File: src/rtl/instr_fetch_unit_if.sv
// Fetch-unit bus bundle: instruction-memory request channel, decode-side IR handshake
// and the redirect controls fed back from the dual-slot decode stage.
interface instr_fetch_unit_if #(
  parameter int unsigned ADDR_W = 32
);
  logic              imem_req;
  logic [ADDR_W-1:0] imem_addr;
  logic              imem_ack;
  logic [31:0]       imem_rdata;
  logic              ir_valid;
  logic              ir_ready;
  logic [31:0]       IR;
  logic [ADDR_W-1:0] ir_pc;
  logic [1:0]        PcSrc;
  logic              branch;
  logic              br_taken;
  logic [ADDR_W-1:0] br_target;
  logic [ADDR_W-1:0] jmp_target;

  modport master (
    output imem_req, imem_addr, ir_valid, IR, ir_pc,
    input  imem_ack, imem_rdata, ir_ready, PcSrc, branch, br_taken, br_target, jmp_target
  );

  modport slave (
    input  imem_req, imem_addr, ir_valid, IR, ir_pc,
    output imem_ack, imem_rdata, ir_ready, PcSrc, branch, br_taken, br_target, jmp_target
  );
endinterface

File: src/rtl/instr_fetch_unit.sv
// Fetch stage: PC, single-outstanding imem reads, prefetch FIFO, branch/jump redirect.
// Optional `NOP_SKIP_EN: double-nop words (IR[4:0]==0 && IR[20:16]==0) are not buffered.
module instr_fetch_unit #(
  parameter int unsigned       ADDR_W     = 32,
  parameter logic [ADDR_W-1:0] RESET_PC   = '0,
  parameter int unsigned       FIFO_DEPTH = 4
) (
  input logic                clk,
  input logic                reset,
  instr_fetch_unit_if.master bus
);
  localparam int unsigned      PTR_W   = (FIFO_DEPTH > 1) ? $clog2(FIFO_DEPTH) : 1;
  localparam int unsigned      CNT_W   = PTR_W + 1;
  localparam logic [CNT_W-1:0] DEPTH_C = CNT_W'(FIFO_DEPTH);

  typedef enum logic [1:0] {IDLE, REQ, DROP} state_e;

  state_e            state_q;
  logic              req_q;
  logic [ADDR_W-1:0] pc_q;
  logic [ADDR_W-1:0] addr_q;
  logic [CNT_W-1:0]  count_q;
  logic [CNT_W-1:0]  count_d;
  logic [PTR_W-1:0]  wr_ptr_q;
  logic [PTR_W-1:0]  rd_ptr_q;
  logic [31:0]       data_mem [FIFO_DEPTH];
  logic [ADDR_W-1:0] pc_mem   [FIFO_DEPTH];

  logic              is_jump;
  logic              redirect;
  logic [ADDR_W-1:0] target_raw;
  logic [ADDR_W-1:0] target;
  logic [ADDR_W-1:0] pc_inc;
  logic              ack_fetch;
  logic              keep_word;
  logic              push;
  logic              pop;
  logic              ir_valid;

  assign is_jump    = (bus.PcSrc == 2'b10);
  assign redirect   = is_jump | ((bus.PcSrc == 2'b01) & bus.branch & bus.br_taken);
  assign target_raw = is_jump ? bus.jmp_target : bus.br_target;
  assign target     = target_raw & ~ADDR_W'(3);
  assign pc_inc     = pc_q + ADDR_W'(4);

`ifdef NOP_SKIP_EN
  assign keep_word = (bus.imem_rdata[4:0] != 5'd0) | (bus.imem_rdata[20:16] != 5'd0);
`else
  assign keep_word = 1'b1;
`endif

  assign ir_valid  = (count_q != '0);
  assign ack_fetch = (state_q == REQ) & bus.imem_ack;
  assign push      = ack_fetch & ~redirect & keep_word;
  assign pop       = ir_valid & bus.ir_ready & ~redirect;

  always_comb begin
    count_d = count_q;
    if (push && !pop) begin
      count_d = count_q + 1'b1;
    end else if (!push && pop) begin
      count_d = count_q - 1'b1;
    end
  end

  always_ff @(posedge clk) begin
    if (reset) begin
      state_q  <= IDLE;
      req_q    <= 1'b0;
      pc_q     <= RESET_PC;
      addr_q   <= RESET_PC;
      count_q  <= '0;
      wr_ptr_q <= '0;
      rd_ptr_q <= '0;
    end else if (redirect) begin
      count_q  <= '0;
      wr_ptr_q <= '0;
      rd_ptr_q <= '0;
      pc_q     <= target;
      if (state_q != IDLE && !bus.imem_ack) begin
        state_q <= DROP;
      end else begin
        // Bus is free after this edge, so the target fetch issues immediately.
        state_q <= REQ;
        req_q   <= 1'b1;
        addr_q  <= target;
      end
    end else begin
      count_q <= count_d;
      if (push) begin
        wr_ptr_q <= wr_ptr_q + 1'b1;
      end
      if (pop) begin
        rd_ptr_q <= rd_ptr_q + 1'b1;
      end
      case (state_q)
        IDLE: begin
          if (count_q < DEPTH_C) begin
            state_q <= REQ;
            req_q   <= 1'b1;
            addr_q  <= pc_q;
          end
        end
        REQ: begin
          if (bus.imem_ack) begin
            pc_q <= pc_inc;
            if (count_d < DEPTH_C) begin
              addr_q <= pc_inc;
            end else begin
              state_q <= IDLE;
              req_q   <= 1'b0;
            end
          end
        end
        DROP: begin
          if (bus.imem_ack) begin
            state_q <= IDLE;
            req_q   <= 1'b0;
          end
        end
        default: begin
          state_q <= IDLE;
          req_q   <= 1'b0;
        end
      endcase
    end
  end

  always_ff @(posedge clk) begin
    if (push && !reset) begin
      data_mem[wr_ptr_q] <= bus.imem_rdata;
      pc_mem[wr_ptr_q]   <= addr_q;
    end
  end

  assign bus.imem_req  = req_q;
  assign bus.imem_addr = addr_q;
  assign bus.ir_valid  = ir_valid;
  assign bus.IR        = ir_valid ? data_mem[rd_ptr_q] : '0;
  assign bus.ir_pc     = ir_valid ? pc_mem[rd_ptr_q] : '0;

endmodule

File: src/flat_wrapper.sv
// flat-port wrapper written by rule: the top's interface ports become plain ports
module instr_fetch_unit_flat 
#(
  parameter int unsigned       ADDR_W     = 32,
  parameter logic [ADDR_W-1:0] RESET_PC   = '0,
  parameter int unsigned       FIFO_DEPTH = 4
)
  (clk, reset, bus_imem_req, bus_imem_addr, bus_ir_valid, bus_IR, bus_ir_pc, bus_imem_ack, bus_imem_rdata, bus_ir_ready, bus_PcSrc, bus_branch, bus_br_taken, bus_br_target, bus_jmp_target);
  instr_fetch_unit_if #(.ADDR_W(ADDR_W)) bus_i ();
  input logic clk;
  input logic reset;
  output wire logic [$bits(bus_i.imem_req)-1:0] bus_imem_req;
  output wire logic [$bits(bus_i.imem_addr)-1:0] bus_imem_addr;
  output wire logic [$bits(bus_i.ir_valid)-1:0] bus_ir_valid;
  output wire logic [$bits(bus_i.IR)-1:0] bus_IR;
  output wire logic [$bits(bus_i.ir_pc)-1:0] bus_ir_pc;
  input wire logic [$bits(bus_i.imem_ack)-1:0] bus_imem_ack;
  input wire logic [$bits(bus_i.imem_rdata)-1:0] bus_imem_rdata;
  input wire logic [$bits(bus_i.ir_ready)-1:0] bus_ir_ready;
  input wire logic [$bits(bus_i.PcSrc)-1:0] bus_PcSrc;
  input wire logic [$bits(bus_i.branch)-1:0] bus_branch;
  input wire logic [$bits(bus_i.br_taken)-1:0] bus_br_taken;
  input wire logic [$bits(bus_i.br_target)-1:0] bus_br_target;
  input wire logic [$bits(bus_i.jmp_target)-1:0] bus_jmp_target;
  assign bus_imem_req = bus_i.imem_req;
  assign bus_imem_addr = bus_i.imem_addr;
  assign bus_ir_valid = bus_i.ir_valid;
  assign bus_IR = bus_i.IR;
  assign bus_ir_pc = bus_i.ir_pc;
  assign bus_i.imem_ack = bus_imem_ack;
  assign bus_i.imem_rdata = bus_imem_rdata;
  assign bus_i.ir_ready = bus_ir_ready;
  assign bus_i.PcSrc = bus_PcSrc;
  assign bus_i.branch = bus_branch;
  assign bus_i.br_taken = bus_br_taken;
  assign bus_i.br_target = bus_br_target;
  assign bus_i.jmp_target = bus_jmp_target;
  instr_fetch_unit #(.ADDR_W(ADDR_W), .RESET_PC(RESET_PC), .FIFO_DEPTH(FIFO_DEPTH)) u_core (.clk(clk), .reset(reset), .bus(bus_i));
endmodule
File: config.mk
export PLATFORM = sky130hd
export DESIGN_NAME = instr_fetch_unit_flat
export DESIGN_NICKNAME = d
export VERILOG_FILES = /design/src/rtl/instr_fetch_unit_if.sv /design/src/rtl/instr_fetch_unit.sv /design/src/flat_wrapper.sv
export SDC_FILE = /design/constraint.sdc
export NUM_CORES = 1
export LEC_CHECK = 0
export CAP_MARGIN = 40
export CELL_PAD_IN_SITES_DETAIL_PLACEMENT = 0
export CELL_PAD_IN_SITES_GLOBAL_PLACEMENT = 1
export CORE_UTILIZATION = 40
export CTS_CLUSTER_SIZE = 12
export DETAILED_ROUTE_END_ITERATION = 8
export GPL_TIMING_DRIVEN = 0
export PLACE_DENSITY_LB_ADDON = 0.12
export SKIP_LAST_GASP = 1
export SLEW_MARGIN = 25
export SYNTH_ARGS = -nofsm -noshare
export SYNTH_HDL_FRONTEND = slang
export SYNTH_SLANG_ARGS = --single-unit
File: constraint.sdc
create_clock -name clk -period 3.1 [get_ports clk]
set_input_delay 0.465 -clock clk [delete_from_list [all_inputs] [get_ports clk]]
set_output_delay 0.465 -clock clk [all_outputs]
set_load 0.005 [all_outputs]
==> results.md <==
Outcome:
- The run finished with clean final reports.

Routing:
- Once detail routing completed, the nets flagged for antenna violations numbered 0.
- The routed length per instance is 23.2 µm.
- The first routing iteration left 633 violations.
- The post-route DRC violation count is 0.
- The total length of routed wires is 40.3 mm.
- The via total after detailed routing is roughly 9900.
- The detailed-router iteration count before antenna repair is 5.
- The number of vias per cell after detailed routing is 5.68.

STA:
- Hold is met by approximately 0.4 ns.
- The setup clock skew after layout is 0.0236 ns.
- The measured slew at the worst slew-check pin is ~0.83 ns.
- After layout, the worst path uses between 90% and 100% of the clock period.
- The worst max-slew margin expressed relative to the limit is 44.9%.
- The number of hold violations in the final report is 0.
- Based on the critical path, the design can be clocked at up to 0.327 GHz.
- The final setup TNS is 0 ns.
- The max-slew violation count is 0.
- The time the worst path needs with I/O delays and setup is between 3 and 4 ns.
- The number of setup violations in the final report is 0.
- Setup repair after global routing could not meet its margin everywhere.

Clock network:
- No sink is reached through more buffers than the 3 on the longest clock path.
- The clock reaches the later pin of the worst-skew pair after approximately 0.52 ns.
- The clock-pin slew reported for the worst setup and hold paths after clock tree synthesis is 0.06 ns.
- The TritonCTS clock tree is done.
- The cell sitting at the root of the clock tree is a clkbuf_16.
- The number of buffers added by the clock tree synthesis step is 36.
- The tree built by TritonCTS fans out to 320 sinks.
- The H-tree was split into 2 levels.

Logic synthesis:
- The proportion of netlist area held by the largest area contributor is 52.3%.
- After technology mapping, the gate count stands at between 1000 and 1500.
- In this run, distinct cell masters in the synthesized netlist total 78.
- The synthesis-stage register bit count is 320.
- The top flip-flop cell by instance count after synthesis is edfxtp_1.
- The async set-or-reset flop fraction in the synthesized netlist is 0%.
- The most area-hungry cell type in the Yosys netlist is edfxtp_1.
- The post-synthesis instance area is 14200 µm².
- Averaged over all synthesized cells, the footprint is 14.0 µm².
- Ranked by total cell area, the synthesized netlist is headed by edfxtp_1 52%, dfxtp_1 10%, mux4_2 9.8%.
- The most frequent cell after synthesis is edfxtp_1.
- The synthesized design contains 248 enable-type register cells.
- Counting instances in the post-synthesis netlist gives the leading cell types as 248 x edfxtp_1, 72 x dfxtp_1, 64 x and2_1.
- Yosys printed 0 warnings.
- The proportion of synthesized chip area in sequential cells is 62.4%.

Layout:
- The count of antenna diodes in the layout is 0.
- The layout net count is between 1000 and 1500.
- After filler insertion, the fill cell instance count of the layout stands at a little under 3000.
- The area growth from synthesis to layout is 28.0%.
- The share of cells above drive strength 1 is between 10% and 20%.

Critical path:
- The end of the worst register-to-register path is u_core.bus.imem_addr[30].
- The critical path endpoint is bus_ir_pc[22].
- The worst register-to-register path has a depth of 13.
- The kind of cell adding the most delay to the critical path is buffers and inverters.
- For the worst setup path, the data arrival time is ~2.6 ns.
- The category of the most critical setup path is reg -> out.
- The worst register-to-register path begins at u_core.state_q[0].
- The required time at the worst-slack endpoint is approximately 2.6 ns.
- The critical path crosses 4 cells after its start point.
- For flop-to-flop paths, the worst setup slack is ~0.16 ns.
- The nature of the critical path startpoint is a flop.
- The critical path endpoint category is an output port.
- For this run, the slowest stage of the critical path takes 0.57 ns.
- The critical path goes through buf_4 -> mux4_2 -> and2_1 -> clkdlybuf4s50_1.
- The slowest stage of the critical path is the mux4_2 cell.
- The largest fanout on the critical path is 10.
- The number of buffers and inverters on the critical path is 2.

Power and ir drop:
- Summed over all cells, the static leakage comes to 5.95 nW.
- In this run the power density over the cells is 540 nW/µm².
- The maximum vdd drop is 0.395 mV.
- The total power is about 9.8 mW.

Place:
- At the end of routability-driven placement, the weighted congestion stood at just over 0.9.
- The placed wire-length estimate is around 28 mm.
- The number of I/O port buffers is around 190.

GRT:
- The number of antenna violations at the first check in global routing came to 0.
- Entering global routing, the biggest net connects 38 pins.
- In the global route stage, overall resource usage came out at between 20 and 25%.
- Summed over all layers, the global routing overflow is 0.
- The via count of the first global-routing pass is about 10000.
- The first global-routing pass estimated 60.6 mm of wire.

Min path:
- In this run the worst hold path is classified as in -> reg.

Floorplan:
- Pin placement for this block handled 202 I/O pins.
- After floorplanning, the core was sized to cover about 35000 µm².
- From left edge to right edge, the die measures 191 µm.
- The die boundary height is 191 µm.
- The die area is 36400 µm².
- Once the floorplan was initialized, standard cells occupied 40.9% of the core.
- The number of placement rows is 68.

Job:
- Max-cap violations in this run came to 0.
[state kept, by name, indices dropped and copies added (netlist names), named ones only]
name / count
u_core.data_mem: 128
u_core.pc_mem: 120
u_core.bus.imem_addr: 30
u_core.pc_q: 30
u_core.count_q: 3
u_core.rd_ptr_q: 2
u_core.state_q: 2
u_core.wr_ptr_q: 2
u_core.bus.imem_req: 1
[worst min path at each step]
stage                             start                   to  slack [ns]  depth (start not counted)
global placement     u_core.wr_ptr_q[1]   u_core.wr_ptr_q[1]        0.49                          2
CTS                        bus_imem_ack    u_core.state_q[1]        0.40                          2
finish                     bus_imem_ack    u_core.state_q[1]        0.41                          2
floorplan           u_core.bus.imem_req  u_core.bus.imem_req        0.47                          2
detailed placement  u_core.bus.imem_req  u_core.bus.imem_req        0.48                          2
global route               bus_imem_ack    u_core.state_q[1]        0.42                          2
[what timing repair did]
item / in CTS / in global routing
endpoints found under the setup margin: 177 / 161
pin swaps: 2 / 4
gates resized for setup: 53 / 15
cloned: 1 / 0
hold buffers: 0 / 0
buffers inserted: 1 / 5
[placed cells by master (no fill, tap or decap), types with 5 or more instances in the layout]
master and n:
a211oi_1 22, a21oi_1 50, a22o_1 12, a22oi_1 17, a311oi_1 12, a31oi_1 11, and2_1 64, and3_1 8
and3_4 5, buf_2 6, buf_4 17, buf_6 9, clkbuf_1 42, clkbuf_16 37, clkbuf_2 11, clkbuf_4 5
clkbuf_8 13, clkdlybuf4s50_1 190, dfxtp_1 69, edfxtp_1 248, ha_1 9, inv_1 16, mux4_2 62, nand2_1 46
nand3_1 24, nand4_1 15, nor2_1 36, nor3_1 37, nor4_1 18, o21ai_0 27, o31ai_1 18, or4_1 5
xnor2_1 7, xor2_1 12
[per-layer routing]
layer	track usage, %	share of wire, %
met1	30.6	44
met2	36.8	48
met3	3.57	5.3
met4	7.08	2.7
met5	0	0
[cells by family (layout without fill, tap and decap cells)]
group | count (synthesis) | after routing | share of synthesized area (%)
other | 1 | 4 | 0.0263
adder cells (fa/ha/maj) | 10 | 10 | 0.879
AO/OA/AOI/OAI | 210 | 210 | 10.2
XOR/XNOR | 19 | 19 | 1.17
flip-flops | 320 | 320 | 62.4
buffers and inverters | 101 | 365 | 3.86
AND/OR/NAND/NOR | 292 | 292 | 11.5
multiplexers | 64 | 64 | 9.95
[metrics by stage]
stage / cells / util [%] / worst slack (ns) / instance area (µm²)
floorplan: 1020 / - / 0.00872 / 14300
global placement: 1667 / 48.1 / -1.73 / 16700
detailed placement: 1673 / 48.5 / -1.75 / 16900
CTS: 1733 / 52.1 / 0.00172 / 18100
global route: 1739 / 52.4 / -0.0578 / 18200
finish: 1739 / 52.4 / 0.0412 / 18200
[power by group]
group	internal, mW	leakage (nW)	switching (mW)
registers	4.74	2.84	0.105
clock network	2.29	0.511	1.65
logic	0.529	2.60	0.520
[area by class of cell]
| type | instances | area, µm² | share of cell area (%) |
|---|---|---|---|
| plain buffers | 80 | 574 | 3.15 |
| clock buffers | 54 | 988 | 5.42 |
| clock inverters | 8 | 87.6 | 0.481 |
| inverters | 17 | 63.8 | 0.350 |
| multi-input cells | 599 | 4940 | 27.1 |
| flip-flops and latches | 320 | 8890 | 48.8 |
| well taps | 455 | 569 | 3.12 |
| repair buffers | 206 | 2110 | 11.6 |
[worst reg2reg max path, cell delays in order, from the launching register on]
cell	delay, ns
dfxtp_1	0.34
buf_2	0.24
and3b_1	0.30
buf_6	0.26
nand2_1	0.12
inv_1	0.08
ha_2	0.21
nand2_1	0.12
and3_4	0.23
o32ai_4	0.32
buf_12	0.16
clkbuf_8	0.17
nor3_1	0.07
a311oi_2	0.23
Note: power is estimated with default switching activity, not from simulation.
